<file path="config.mk">
export PLATFORM = sky130hd
export DESIGN_NAME = adc_capture_ctrl
export DESIGN_NICKNAME = d
export VERILOG_FILES = /design/src/rtl/adc_capture_ctrl.sv
export SDC_FILE = /design/constraint.sdc
export NUM_CORES = 1
export LEC_CHECK = 0
export ABC_CLOCK_PERIOD_IN_PS = 8400
export BUFFER_PORTS_ARGS = -buffer_cell sky130_fd_sc_hd__buf_4
export CAP_MARGIN = 20
export CORE_ASPECT_RATIO = 1.1
export CORE_MARGIN = 4
export CORE_UTILIZATION = 42
export CTS_BUF_LIST = sky130_fd_sc_hd__clkbuf_2 sky130_fd_sc_hd__clkbuf_4 sky130_fd_sc_hd__clkbuf_8
export CTS_CLUSTER_SIZE = 20
export DETAILED_ROUTE_END_ITERATION = 8
export GPL_TIMING_DRIVEN = 0
export PLACE_DENSITY = 0.6
export SKIP_CTS_REPAIR_TIMING = 1
export SYNTH_ARGS = -nofsm -noshare
export SYNTH_HDL_FRONTEND = slang
export SYNTH_SLANG_ARGS = --single-unit
</file>
<file path="constraint.sdc">
create_clock -name adc_clk -period 8.4 [get_ports adc_clk]
set_input_delay 1.68 -clock adc_clk [delete_from_list [all_inputs] [get_ports adc_clk]]
set_output_delay 1.68 -clock adc_clk [all_outputs]
set_load 0.005 [all_outputs]
</file>
<file path="src/rtl/adc_capture_ctrl.sv">
// Triggered capture sequencer: decimates the ADC stream into a circular sample RAM,
// keeps a pre-trigger window, detects a level crossing and completes the post-trigger fill.
// Latency: one adc_clk from strobed sample to registered RAM write; no backpressure (the RAM always accepts).
//
// Ports:
//   adc_clk, rstn              sample clock, synchronous active-low reset
//   adc_data                   ADC sample, valid every cycle
//   cfg_arm / cfg_abort        one-cycle control pulses (abort wins when both are high)
//   cfg_mode/level/pretrig/decim  capture configuration, latched on an accepted arm
//   mem_we/mem_waddr/mem_wdata registered write port to the external sample RAM
//   busy, done, trig_out       status: capture running, completion pulse, trigger-write pulse
//   trig_addr, start_addr      trigger sample address and oldest valid sample address
//   state                      0 IDLE, 1 PRE, 2 WAIT_TRIG, 3 POST, 4 DONE
module adc_capture_ctrl #(
    parameter int ADDR_W = 10,
    parameter int DATA_W = 8
) (
    input  logic              adc_clk,
    input  logic              rstn,
    input  logic [DATA_W-1:0] adc_data,
    input  logic              cfg_arm,
    input  logic              cfg_abort,
    input  logic [1:0]        cfg_mode,
    input  logic [DATA_W-1:0] cfg_level,
    input  logic [ADDR_W-1:0] cfg_pretrig,
    input  logic [7:0]        cfg_decim,
    output logic              mem_we,
    output logic [ADDR_W-1:0] mem_waddr,
    output logic [DATA_W-1:0] mem_wdata,
    output logic              busy,
    output logic              done,
    output logic              trig_out,
    output logic [ADDR_W-1:0] trig_addr,
    output logic [ADDR_W-1:0] start_addr,
    output logic [2:0]        state
);

    localparam logic [2:0] S_IDLE = 3'd0;
    localparam logic [2:0] S_PRE  = 3'd1;
    localparam logic [2:0] S_WAIT = 3'd2;
    localparam logic [2:0] S_POST = 3'd3;
    localparam logic [2:0] S_DONE = 3'd4;

    localparam logic [1:0] M_IMM    = 2'd0;
    localparam logic [1:0] M_RISE   = 2'd1;
    localparam logic [1:0] M_FALL   = 2'd2;
    localparam logic [1:0] M_EITHER = 2'd3;

    localparam logic [ADDR_W-1:0] A_ONE = ADDR_W'(1);
    localparam logic [ADDR_W-1:0] A_MAX = {ADDR_W{1'b1}};  // DEPTH-1

    // Registered state
    logic [2:0]        state_q,        state_d;
    logic [ADDR_W-1:0] wptr_q,         wptr_d;
    logic [7:0]        div_cnt_q,      div_cnt_d;
    logic [ADDR_W-1:0] pre_cnt_q,      pre_cnt_d;
    logic [ADDR_W-1:0] post_cnt_q,     post_cnt_d;
    logic [DATA_W-1:0] prev_q,         prev_d;
    logic              prev_valid_q,   prev_valid_d;

    // Latched configuration
    logic [1:0]        mode_q,         mode_d;
    logic [DATA_W-1:0] level_q,        level_d;
    logic [ADDR_W-1:0] pretrig_q,      pretrig_d;
    logic [7:0]        decim_q,        decim_d;

    // Registered outputs
    logic              mem_we_q,       mem_we_d;
    logic [ADDR_W-1:0] mem_waddr_q,    mem_waddr_d;
    logic [DATA_W-1:0] mem_wdata_q,    mem_wdata_d;
    logic              done_q,         done_d;
    logic              trig_out_q,     trig_out_d;
    logic [ADDR_W-1:0] trig_addr_q,    trig_addr_d;
    logic [ADDR_W-1:0] start_addr_q,   start_addr_d;

    // Combinational helpers
    logic              busy_w;
    logic              strobe;
    logic              rise_hit;
    logic              fall_hit;
    logic              trig_hit;
    logic [ADDR_W-1:0] post_len;

    always_comb begin
        busy_w   = (state_q == S_PRE) || (state_q == S_WAIT) || (state_q == S_POST);
        strobe   = busy_w && (div_cnt_q == 8'd0);

        // Unsigned level crossing between the previous kept sample and the current one.
        rise_hit = prev_valid_q && (prev_q <  level_q) && (adc_data >= level_q);
        fall_hit = prev_valid_q && (prev_q >= level_q) && (adc_data <  level_q);

        case (mode_q)
            M_IMM:    trig_hit = 1'b1;
            M_RISE:   trig_hit = rise_hit;
            M_FALL:   trig_hit = fall_hit;
            M_EITHER: trig_hit = rise_hit || fall_hit;
            default:  trig_hit = 1'b0;
        endcase

        // Samples still to be written after the trigger so the capture totals DEPTH.
        post_len = A_MAX - pretrig_q;
    end

    always_comb begin
        state_d      = state_q;
        wptr_d       = wptr_q;
        div_cnt_d    = div_cnt_q;
        pre_cnt_d    = pre_cnt_q;
        post_cnt_d   = post_cnt_q;
        prev_d       = prev_q;
        prev_valid_d = prev_valid_q;
        mode_d       = mode_q;
        level_d      = level_q;
        pretrig_d    = pretrig_q;
        decim_d      = decim_q;
        mem_we_d     = 1'b0;
        mem_waddr_d  = mem_waddr_q;
        mem_wdata_d  = mem_wdata_q;
        done_d       = 1'b0;
        trig_out_d   = 1'b0;
        trig_addr_d  = trig_addr_q;
        start_addr_d = start_addr_q;

        if (cfg_abort) begin
            // Abort beats everything, including a simultaneous arm; addresses are kept.
            state_d = S_IDLE;
        end else if (cfg_arm && !busy_w) begin
            mode_d       = cfg_mode;
            level_d      = cfg_level;
            // The port is ADDR_W bits wide, so it can never exceed DEPTH-1: the clamp is implicit.
            pretrig_d    = cfg_pretrig;
            decim_d      = cfg_decim;
            wptr_d       = '0;
            div_cnt_d    = 8'd0;
            pre_cnt_d    = '0;
            post_cnt_d   = '0;
            prev_valid_d = 1'b0;
            state_d      = (cfg_pretrig == '0) ? S_WAIT : S_PRE;
        end else if (busy_w) begin
            div_cnt_d = (div_cnt_q == 8'd0) ? decim_q : (div_cnt_q - 8'd1);

            if (strobe) begin
                mem_we_d     = 1'b1;
                mem_waddr_d  = wptr_q;
                mem_wdata_d  = adc_data;
                wptr_d       = wptr_q + A_ONE;
                prev_d       = adc_data;
                prev_valid_d = 1'b1;

                case (state_q)
                    S_PRE: begin
                        pre_cnt_d = pre_cnt_q + A_ONE;
                        if ((pre_cnt_q + A_ONE) == pretrig_q) begin
                            state_d = S_WAIT;
                        end
                    end
                    S_WAIT: begin
                        if (trig_hit) begin
                            trig_out_d  = 1'b1;
                            trig_addr_d = wptr_q;
                            post_cnt_d  = post_len;
                            if (post_len == '0) begin
                                // Pre-trigger window fills the whole RAM: finish on the trigger write.
                                state_d      = S_DONE;
                                done_d       = 1'b1;
                                start_addr_d = wptr_q - pretrig_q;
                            end else begin
                                state_d = S_POST;
                            end
                        end
                    end
                    S_POST: begin
                        post_cnt_d = post_cnt_q - A_ONE;
                        if (post_cnt_q == A_ONE) begin
                            // Last write registers on the same edge the state enters DONE.
                            state_d      = S_DONE;
                            done_d       = 1'b1;
                            start_addr_d = trig_addr_q - pretrig_q;
                        end
                    end
                    default: begin
                        state_d = state_q;
                    end
                endcase
            end
        end
    end

    always_ff @(posedge adc_clk) begin
        if (!rstn) begin
            state_q      <= S_IDLE;
            wptr_q       <= '0;
            div_cnt_q    <= '0;
            pre_cnt_q    <= '0;
            post_cnt_q   <= '0;
            prev_q       <= '0;
            prev_valid_q <= 1'b0;
            mode_q       <= '0;
            level_q      <= '0;
            pretrig_q    <= '0;
            decim_q      <= '0;
            mem_we_q     <= 1'b0;
            mem_waddr_q  <= '0;
            mem_wdata_q  <= '0;
            done_q       <= 1'b0;
            trig_out_q   <= 1'b0;
            trig_addr_q  <= '0;
            start_addr_q <= '0;
        end else begin
            state_q      <= state_d;
            wptr_q       <= wptr_d;
            div_cnt_q    <= div_cnt_d;
            pre_cnt_q    <= pre_cnt_d;
            post_cnt_q   <= post_cnt_d;
            prev_q       <= prev_d;
            prev_valid_q <= prev_valid_d;
            mode_q       <= mode_d;
            level_q      <= level_d;
            pretrig_q    <= pretrig_d;
            decim_q      <= decim_d;
            mem_we_q     <= mem_we_d;
            mem_waddr_q  <= mem_waddr_d;
            mem_wdata_q  <= mem_wdata_d;
            done_q       <= done_d;
            trig_out_q   <= trig_out_d;
            trig_addr_q  <= trig_addr_d;
            start_addr_q <= start_addr_d;
        end
    end

    assign mem_we     = mem_we_q;
    assign mem_waddr  = mem_waddr_q;
    assign mem_wdata  = mem_wdata_q;
    assign busy       = busy_w;
    assign done       = done_q;
    assign trig_out   = trig_out_q;
    assign trig_addr  = trig_addr_q;
    assign start_addr = start_addr_q;
    assign state      = state_q;

endmodule
</file>
**Word level (Yosys, flattened, before mapping)**

Cells that the tools add are included.
W data, S select, Z words.

- Bitwise gates (word level): 6
- Muxes and demuxes: 38
- Equal/unequal tests: 14
- $add $sub $neg: 7
- Reductions and logical operators: 33
- $lt $le $gt $ge: 4

Operators with widths:

| operator | number |
|---|---|
| $mux W10 | 14 |
| $pmux W10 S2 | 2 |
| $mux W8 | 3 |
| $mux W3 | 7 |
| $add A10 B1 Y10 const B | 2 |
| $logic_not A10 Y1 | 2 |
| $sub A10 B10 Y10 | 2 |
| $ge A8 B8 Y1 | 2 |
| $lt A8 B8 Y1 | 2 |
| $reduce_and A6 Y1 | 2 |
| $eq A10 B1 Y1 const B | 1 |
| $eq A10 B10 Y1 | 1 |
| $sub A10 B1 Y10 const B | 1 |
| $sub A10 B10 Y10 const A | 1 |
| $pmux W3 S3 | 1 |
| $logic_not A8 Y1 | 1 |
| $mux W1 | 8 |
| $reduce_and A4 Y1 | 2 |
| $reduce_and A8 Y1 | 1 |
| $reduce_bool A2 Y1 | 4 |
| $sub A8 B1 Y8 const B | 1 |
| $eq A3 B2 Y1 const B | 2 |
| $logic_and A1 B1 Y1 | 6 |
| $ne A3 B1 Y1 const B | 2 |
| other kinds (22) | 32 |

- Flip-flop bits (word level): 111
- Input port bits: 40
- Logic and storage cells: 119
- Output and inout bits: 45

**Longest topological paths before layout**

Gate-level depths: netlist (run 1).

- Depth after elaboration: 10
- Gate-level depth with buffers: 14

**Worst setup path before layout (run 1)**

OpenSTA, ideal clock, no wires.

- Kind: input port to flip-flop
- Start point: in adc_data[7]
- End point: reg trig_addr_q[2] (netlist: trig_addr[2])
- Cell stages on the path: 9
- Slack: 4.940 ns
- Path buffers: 1
- Required time: 8.272 ns
- Arrival time: 3.333 ns
- Library setup time: 0.128 ns
- Cells stage by stage: ha_1 -> nand2_1 -> o21ai_0 -> nor2_1 -> a211o_1 -> a211oi_2 -> buf_4 -> mux2i_1 -> nor2_1

- Cells in the longest elaborated chain, start to end: 5

RTL lines:

| what | line | text |
|---|---|---|
| start: declaration | 20 | `input logic [DATA_W-1:0] adc_data,` |
| $ge A8 B8 Y1 or $lt A8 B8 Y1 (tied branches) | 89, 90 |  |
| $logic_and A1 B1 Y1, on equally long branches | 89, 90 |  |
| $logic_or A1 B1 Y1 | 96 | `M_EITHER: trig_hit = rise_hit \|\| fall_hit;` |
| $pmux W1 S4 (*) | 92 | `case (mode_q)` |
| $reduce_and A6 Y1 (no source line) (*) | -- |  |
| end signal: assignment | 226 | `trig_addr_q <= trig_addr_d;` |
| end: declaration | 73 | `logic [ADDR_W-1:0] trig_addr_q, trig_addr_d;` |

Every way passes the cells marked *; elsewhere a longest branch is shown, timed or not.
A chain may end at the register's enable or synchronous reset.

**Worst setup path after layout (run 1)**

- Start point: reg state_q[1] (netlist: state[1])
- End point: reg start_addr_q[6] (netlist: start_addr[6])

- Cells in the longest elaborated chain, start to end: 7

RTL lines:

| what | line | text |
|---|---|---|
| start: declaration | 53 | `logic [2:0] state_q, state_d;` |
| start signal: assignment | 210 | `state_q <= state_d;` |
| $eq A3 B1 Y1 or $eq A3 B2 Y1 (tied branches) | 85, 150 |  |
| $logic_or A1 B1 Y1 (2 in a row) | 85 | `busy_w = (state_q == S_PRE) \|\| (state_q == S_WAIT) \|\| (state_q == S_POST);` |
| $logic_not A1 Y1 | 127 | `end else if (cfg_arm && !busy_w) begin` |
| $logic_and A1 B1 Y1 | 127 |  |
| $not A1 Y1 (no source line) | -- |  |
| $reduce_and A8 Y1 (no source line) | -- |  |
| end signal: assignment | 227 | `start_addr_q <= start_addr_d;` |
| end: declaration | 74 | `logic [ADDR_W-1:0] start_addr_q, start_addr_d;` |

Parallel ways exist; a longest one is shown, timed or not.

==> flow_summary.yaml, run 1 <==
outcome:
  outcome: "completed"
clock_network:
  clockBufferDepth: 2
  cts_sinks: 111
  cts_tree: "yes"
  htreeDepth: 3
  clk_latency_ns: 0.41
  ctsRootBufferMaster: "clkbuf_8"
  cts_buffers: 9
  path_clk_slew_ns: 0.11
timing:
  clock_skew_ns: 0.0101
  holdWs_ns: 0.463
  fin_crit_ns: 3.52
  fmax_ghz: 0.284
  rsz0062_at_grt: "no"
  hold_violations: 0
  setup_viol: 0
  finalCritPeriodShare: 0.419
  slew-limit-headroom: 0.495
  tightest_slew_ns: 0.758
  final-max-slew-violation-count: 0
  fin_tns_setup_ns: 0
global_routing:
  antenna_found_initial: 0
  grt_util_all_layers: 0.225
  grt_max_degree: 22
  grt_first_pass_wirelength_um: 29600
  grt_pass1_vias: 5757
  grt_remaining_overflow: 0
setup_path:
  cp-startpoint: "state[1]"
  cp_max_fo: 10
  start_kind: "flip-flop"
  critPathKind: "reg2reg"
  end_kind: "flip-flop"
  worstReg2RegStart: "state[1]"
  arrival_ns: 3.86
  worstPathRequired_ns: 8.75
floorplan:
  core-area_um2: 14300
  die_w_um: 123
  die_h_um: 135
  rows: 46
  start_util: 0.427
  ioPinCount: 85
  dieArea_um2: 16600
hold_path:
  hold_path_class: "reg2reg"
  hold_start: "decim_q[7]"
logic_synthesis:
  synth.cell_area_um2: 6120
  ys_ff_latch: 111
  synth_edf_count: 0
  ys.flop_type: "dfxtp_1"
  netlist.area_leader.share: 0.363
  netlist_instances: 798
  synth_fp_nets: 870
  yosys-top-cells-area: "dfxtp_1 36%, nand2_1 11%, a21oi_1 7.7%, ha_1 6.3%, mux2i_1 4.6%"
  async_flop_share: 0
  synth.distinct_cells: 64
  avgSynthCellArea_um2: 7.67
  yosysWarnings: 0
  ys_seq_area_frac: 0.363
  yosysTopAreaCell: "dfxtp_1"
routing:
  via_count: 6020
  drc: 0
  wl_per_cell_um: 16.6
  vias_per_cell: 5.53
  final_antenna_net_count: 0
  drtIter0Drc: 388
  first_pass_iters: 5
  wirelength_um: 18100
cells_and_area:
  antenna_cells: 0
  fillers: 1438
  nNetsFinal: 964
  final_common_cell: "nand2_1"
  synthToLayoutAreaGrowth_pct: 17.3
  mostFrequentLayoutCells: "179 x nand2_1, 111 x dfxtp_1, 94 x a21oi_1"
  drive_above_1_share: 0.143
  fin_util: 0.501
placed_design:
  numPortBuffers: 83
  hpwl_um: 13900
  gp_congestion: 0.913
power:
  power.density_nw_per_um2: 149
  p_total_w: 0.00107
  max-vdd-ir-drop_v: 0.0000781
  power_leakage_nw: 2.87
job:
  maxCapViolations: 0
-- per-stage QoR --
stage,setup slack (ns),instances,cell area [um^2]
2_1_floorplan,4.94,798,6120
3_5_place_dp,4.56,1073,6990
5_1_grt,4.58,1089,7180
4_1_cts,4.88,1089,7180
3_3_place_gp,4.57,1073,6990
6_report,4.88,1089,7180
-- cell type report --
| cell class | count | area (um^2) | share of cell area |
|---|---|---|---|
| Multi-Input combinational cell | 615 | 3610 | 0.502 |
| Inverter | 27 | 101 | 0.0141 |
| Tap cell | 192 | 240 | 0.0334 |
| Buffer | 45 | 191 | 0.0266 |
| Clock buffer | 9 | 124 | 0.0172 |
| Clock inverter | 7 | 73.8 | 0.0103 |
| Sequential cell | 111 | 2220 | 0.309 |
| Timing Repair Buffer | 83 | 623 | 0.0867 |
-- Yosys cell counts, types with 4 or more instances --
| library cell | instances |
|---|---|
| xor2_1 | 11 |
| and2_1 | 8 |
| nor2_1 | 52 |
| o211ai_1 | 5 |
| a21oi_1 | 94 |
| nand3_1 | 17 |
| clkbuf_1 | 28 |
| ha_1 | 31 |
| a211oi_1 | 5 |
| nor3_1 | 13 |
| nand4_1 | 19 |
| o21ai_0 | 39 |
| nand2b_1 | 8 |
| a22oi_1 | 5 |
| nand2_1 | 179 |
| o21bai_1 | 5 |
| buf_2 | 11 |
| mux2i_1 | 28 |
| xnor2_1 | 13 |
| inv_1 | 27 |
| dfxtp_1 | 111 |
| a21o_1 | 4 |
| and3_1 | 9 |
| nand3b_1 | 10 |
-- critical path: stages (launching register included) --
cell	delay, ns
dfxtp_1	0.48
nor2b_1	0.45
nand2_1	0.25
clkbuf_1	0.28
mux2i_1	0.24
ha_1	0.17
inv_1	0.06
fa_1	0.40
a21o_1	0.18
a21oi_1	0.21
a2bb2oi_1	0.23
nor2b_1	0.18
xnor2_1	0.13
nand2_1	0.07
mux2i_1	0.13
-- sequential cells by signal (all words and copies together), names as in the netlist, 10 cells and up --
| register | flops |
|---|---|
| mem_waddr | 10 |
| post_cnt_q | 10 |
| pre_cnt_q | 10 |
| pretrig_q | 10 |
| start_addr | 10 |
| trig_addr | 10 |
| wptr_q | 10 |
-- where the power goes --
part / switching (W) / internal [W]
clock: 0.000212 / 0.000118
combinational: 0.000112 / 0.0000771
sequential: 0.0000151 / 0.000540
total: 0.000339 / 0.000735
-- worst paths after layout --
check                  endpoint  slack (ns)  cells past startpoint
setup reg to reg  start_addr[6]        4.88                     14
hold / removal       decim_q[7]        0.46                      2
hold reg to reg      decim_q[7]        0.46                      2
setup / recovery  start_addr[6]        4.88                     14
-- layer usage --
layer	wire length, um	vias to the layer above	global-route usage
li1	-	2965	-
met1	8010	2807	0.296
met2	8620	205	0.364
met3	902	43	0.0344
met4	574	0	0.101
met5	0	-	0
-- cells by family (layout without fill, tap and decap cells) --
kind of cell             after synthesis  in the layout  share of synthesized area
flip-flops                           111            111                      0.363
buffers and inverters                 72            171                     0.0478
XOR/XNOR                              24             24                     0.0343
multiplexers                          29             29                     0.0476
adder cells (fa/ha/maj)               32             32                     0.0666
AND/OR/NAND/NOR                      345            345                      0.264
AO/OA/AOI/OAI                        185            185                      0.177
(Power assumes the default switching activity.)
==> inputs of run 2 (changes only) <==
ABC_CLOCK_PERIOD_IN_PS = 3100   (was 8400)
PLACE_DENSITY = 0.63   (was 0.6)
clock period = 3.1 ns   (was 8.4 ns; I/O delays follow)
==> run 2 against run 1 <==
- combinational power rose to 2.7 times the previous value
- sequential share of layout area decreased by 0.10 points
- first-iteration DRC count down 21%
==> flow_summary.yaml, run 2 (synthesized netlist as in run 1, its figures left out) <==
placed_design:
  hpwl_um: 13300
  numPortBuffers: 83
  place_inst: 1073
  pre_cts_slack_ns: -0.368
  placed_cell_area_um2: 6990
  gp_congestion: 0.885
cells_and_area:
  final_common_cell: "nand2_1"
  mostFrequentLayoutCells: "178 x nand2_1, 111 x dfxtp_1, 93 x a21oi_1"
  multi_input_area_um2: 3630
  antenna_cells: 0
  fillers: 1451
  nNetsFinal: 963
  ff_latch_area_um2: 2220
  synthToLayoutAreaGrowth_pct: 17.7
  post-route-cell-area_um2: 7210
  final_cell_count_no_fill: 1088
  drive_above_1_share: 0.150
routing:
  via_count: 5818
  drtIter0Drc: 305
  wl_met3_um: 799
  vias_per_cell: 5.35
  drt-met1-wl_um: 8150
  drc: 0
  final_antenna_net_count: 0
  highest_layer: "met4"
  wl_per_cell_um: 16.2
  met2_length_um: 8320
  first_pass_iters: 5
  wirelength_um: 17700
hold_path:
  hold_path_class: "in2reg"
  hold_start: "cfg_decim[0]"
setup_path:
  timing.rr.end: "start_addr[6]"
  end_kind: "flip-flop"
  worstPathRequired_ns: 3.44
  worstReg2RegStart: "state[0]"
  cp_max_fo: 14
  cp-startpoint: "state[0]"
  critPathKind: "reg2reg"
  timing.reg2reg.setup_slack_ns: 0.25
  arrival_ns: 3.19
  r2r.worst_path.cells: 12
  endpoint: "start_addr[6]"
  start_kind: "flip-flop"
power:
  power.density_nw_per_um2: 404
  max-vdd-ir-drop_v: 0.000213
  power_leakage_nw: 2.89
clock_network:
  cts_sinks: 111
  cts_buffers: 9
  cts_tree: "yes"
  htreeDepth: 3
  path_clk_slew_ns: 0.11
  ctsRootBufferMaster: "clkbuf_8"
  clk_latency_ns: 0.40
  clockBufferDepth: 2
floorplan:
  dieArea_um2: 16600
  start_util: 0.427
  ioPinCount: 85
  die_h_um: 135
  die_w_um: 123
  rows: 46
  core-area_um2: 14300
outcome:
  outcome: "completed"
timing:
  rsz0062_at_grt: "no"
  clock_skew_ns: 0.0104
  holdWs_ns: 0.454
  fin_crit_ns: 2.85
  final-max-slew-violation-count: 0
  tightest_slew_ns: 0.758
  slew-limit-headroom: 0.494
  fmax_ghz: 0.351
  setup_slack_ns: 0.251
  setup_viol: 0
  finalCritPeriodShare: 0.919
  hold_violations: 0
global_routing:
  grt_first_pass_wirelength_um: 28300
  grt_pass1_vias: 5386
  antenna_found_initial: 0
  grt_remaining_overflow: 0
  grt_util_all_layers: 0.217
  grt_max_degree: 20
job:
  maxCapViolations: 0
==> run 2: worst min path at each step <==
stage                       to  cells past startpoint
finish              decim_q[0]                      3
global placement    level_q[4]                      2
detailed placement  level_q[5]                      2
floorplan           decim_q[7]                      2
global route        level_q[5]                      3
CTS                 level_q[4]                      3
==> run 2: area by class of cell <==
cell class / count / area share
Clock buffer: 10 / 0.0191
Multi-Input combinational cell: 615 / 0.504
Sequential cell: 111 / 0.308
Clock inverter: 6 / 0.00729
Timing Repair Buffer: 85 / 0.0885
Tap cell: 192 / 0.0333
Buffer: 42 / 0.0253
Inverter: 27 / 0.0141
==> run 2: worst max-delay path, cell delays in order (launching register included) <==
cell and delay, ns:
dfxtp_1 0.63, nand2_4 0.22, mux2i_1 0.25, ha_1 0.19, inv_1 0.06, fa_1 0.39, a21o_1 0.18, a21oi_2 0.18
a2bb2oi_2 0.18, nor2b_1 0.17, xnor2_1 0.13, nand2_1 0.08, mux2i_1 0.14
==> run 2: power breakdown <==
group	switching [W]	internal, W
clock	0.000560	0.000329
sequential	0.0000423	0.00146
combinational	0.000302	0.000213
total	0.000904	0.00200
==> run 2: routing by layer <==
metal,up-vias,GRT usage
li1,2952,-
met1,2704,0.294
met2,137,0.350
met3,25,0.0327
met4,0,0.0788
met5,-,0
==> run 2: stage by stage <==
stage	setup TNS, ns	power (W)	util
final	0	0.00291	0.503
after global routing	0	0.00303	0.503
after floorplan	0	0.00187	-
after CTS	-0.978	0.00291	0.501
after detailed placement	-0.827	0.00204	0.488
after global placement	-0.765	0.00204	0.488
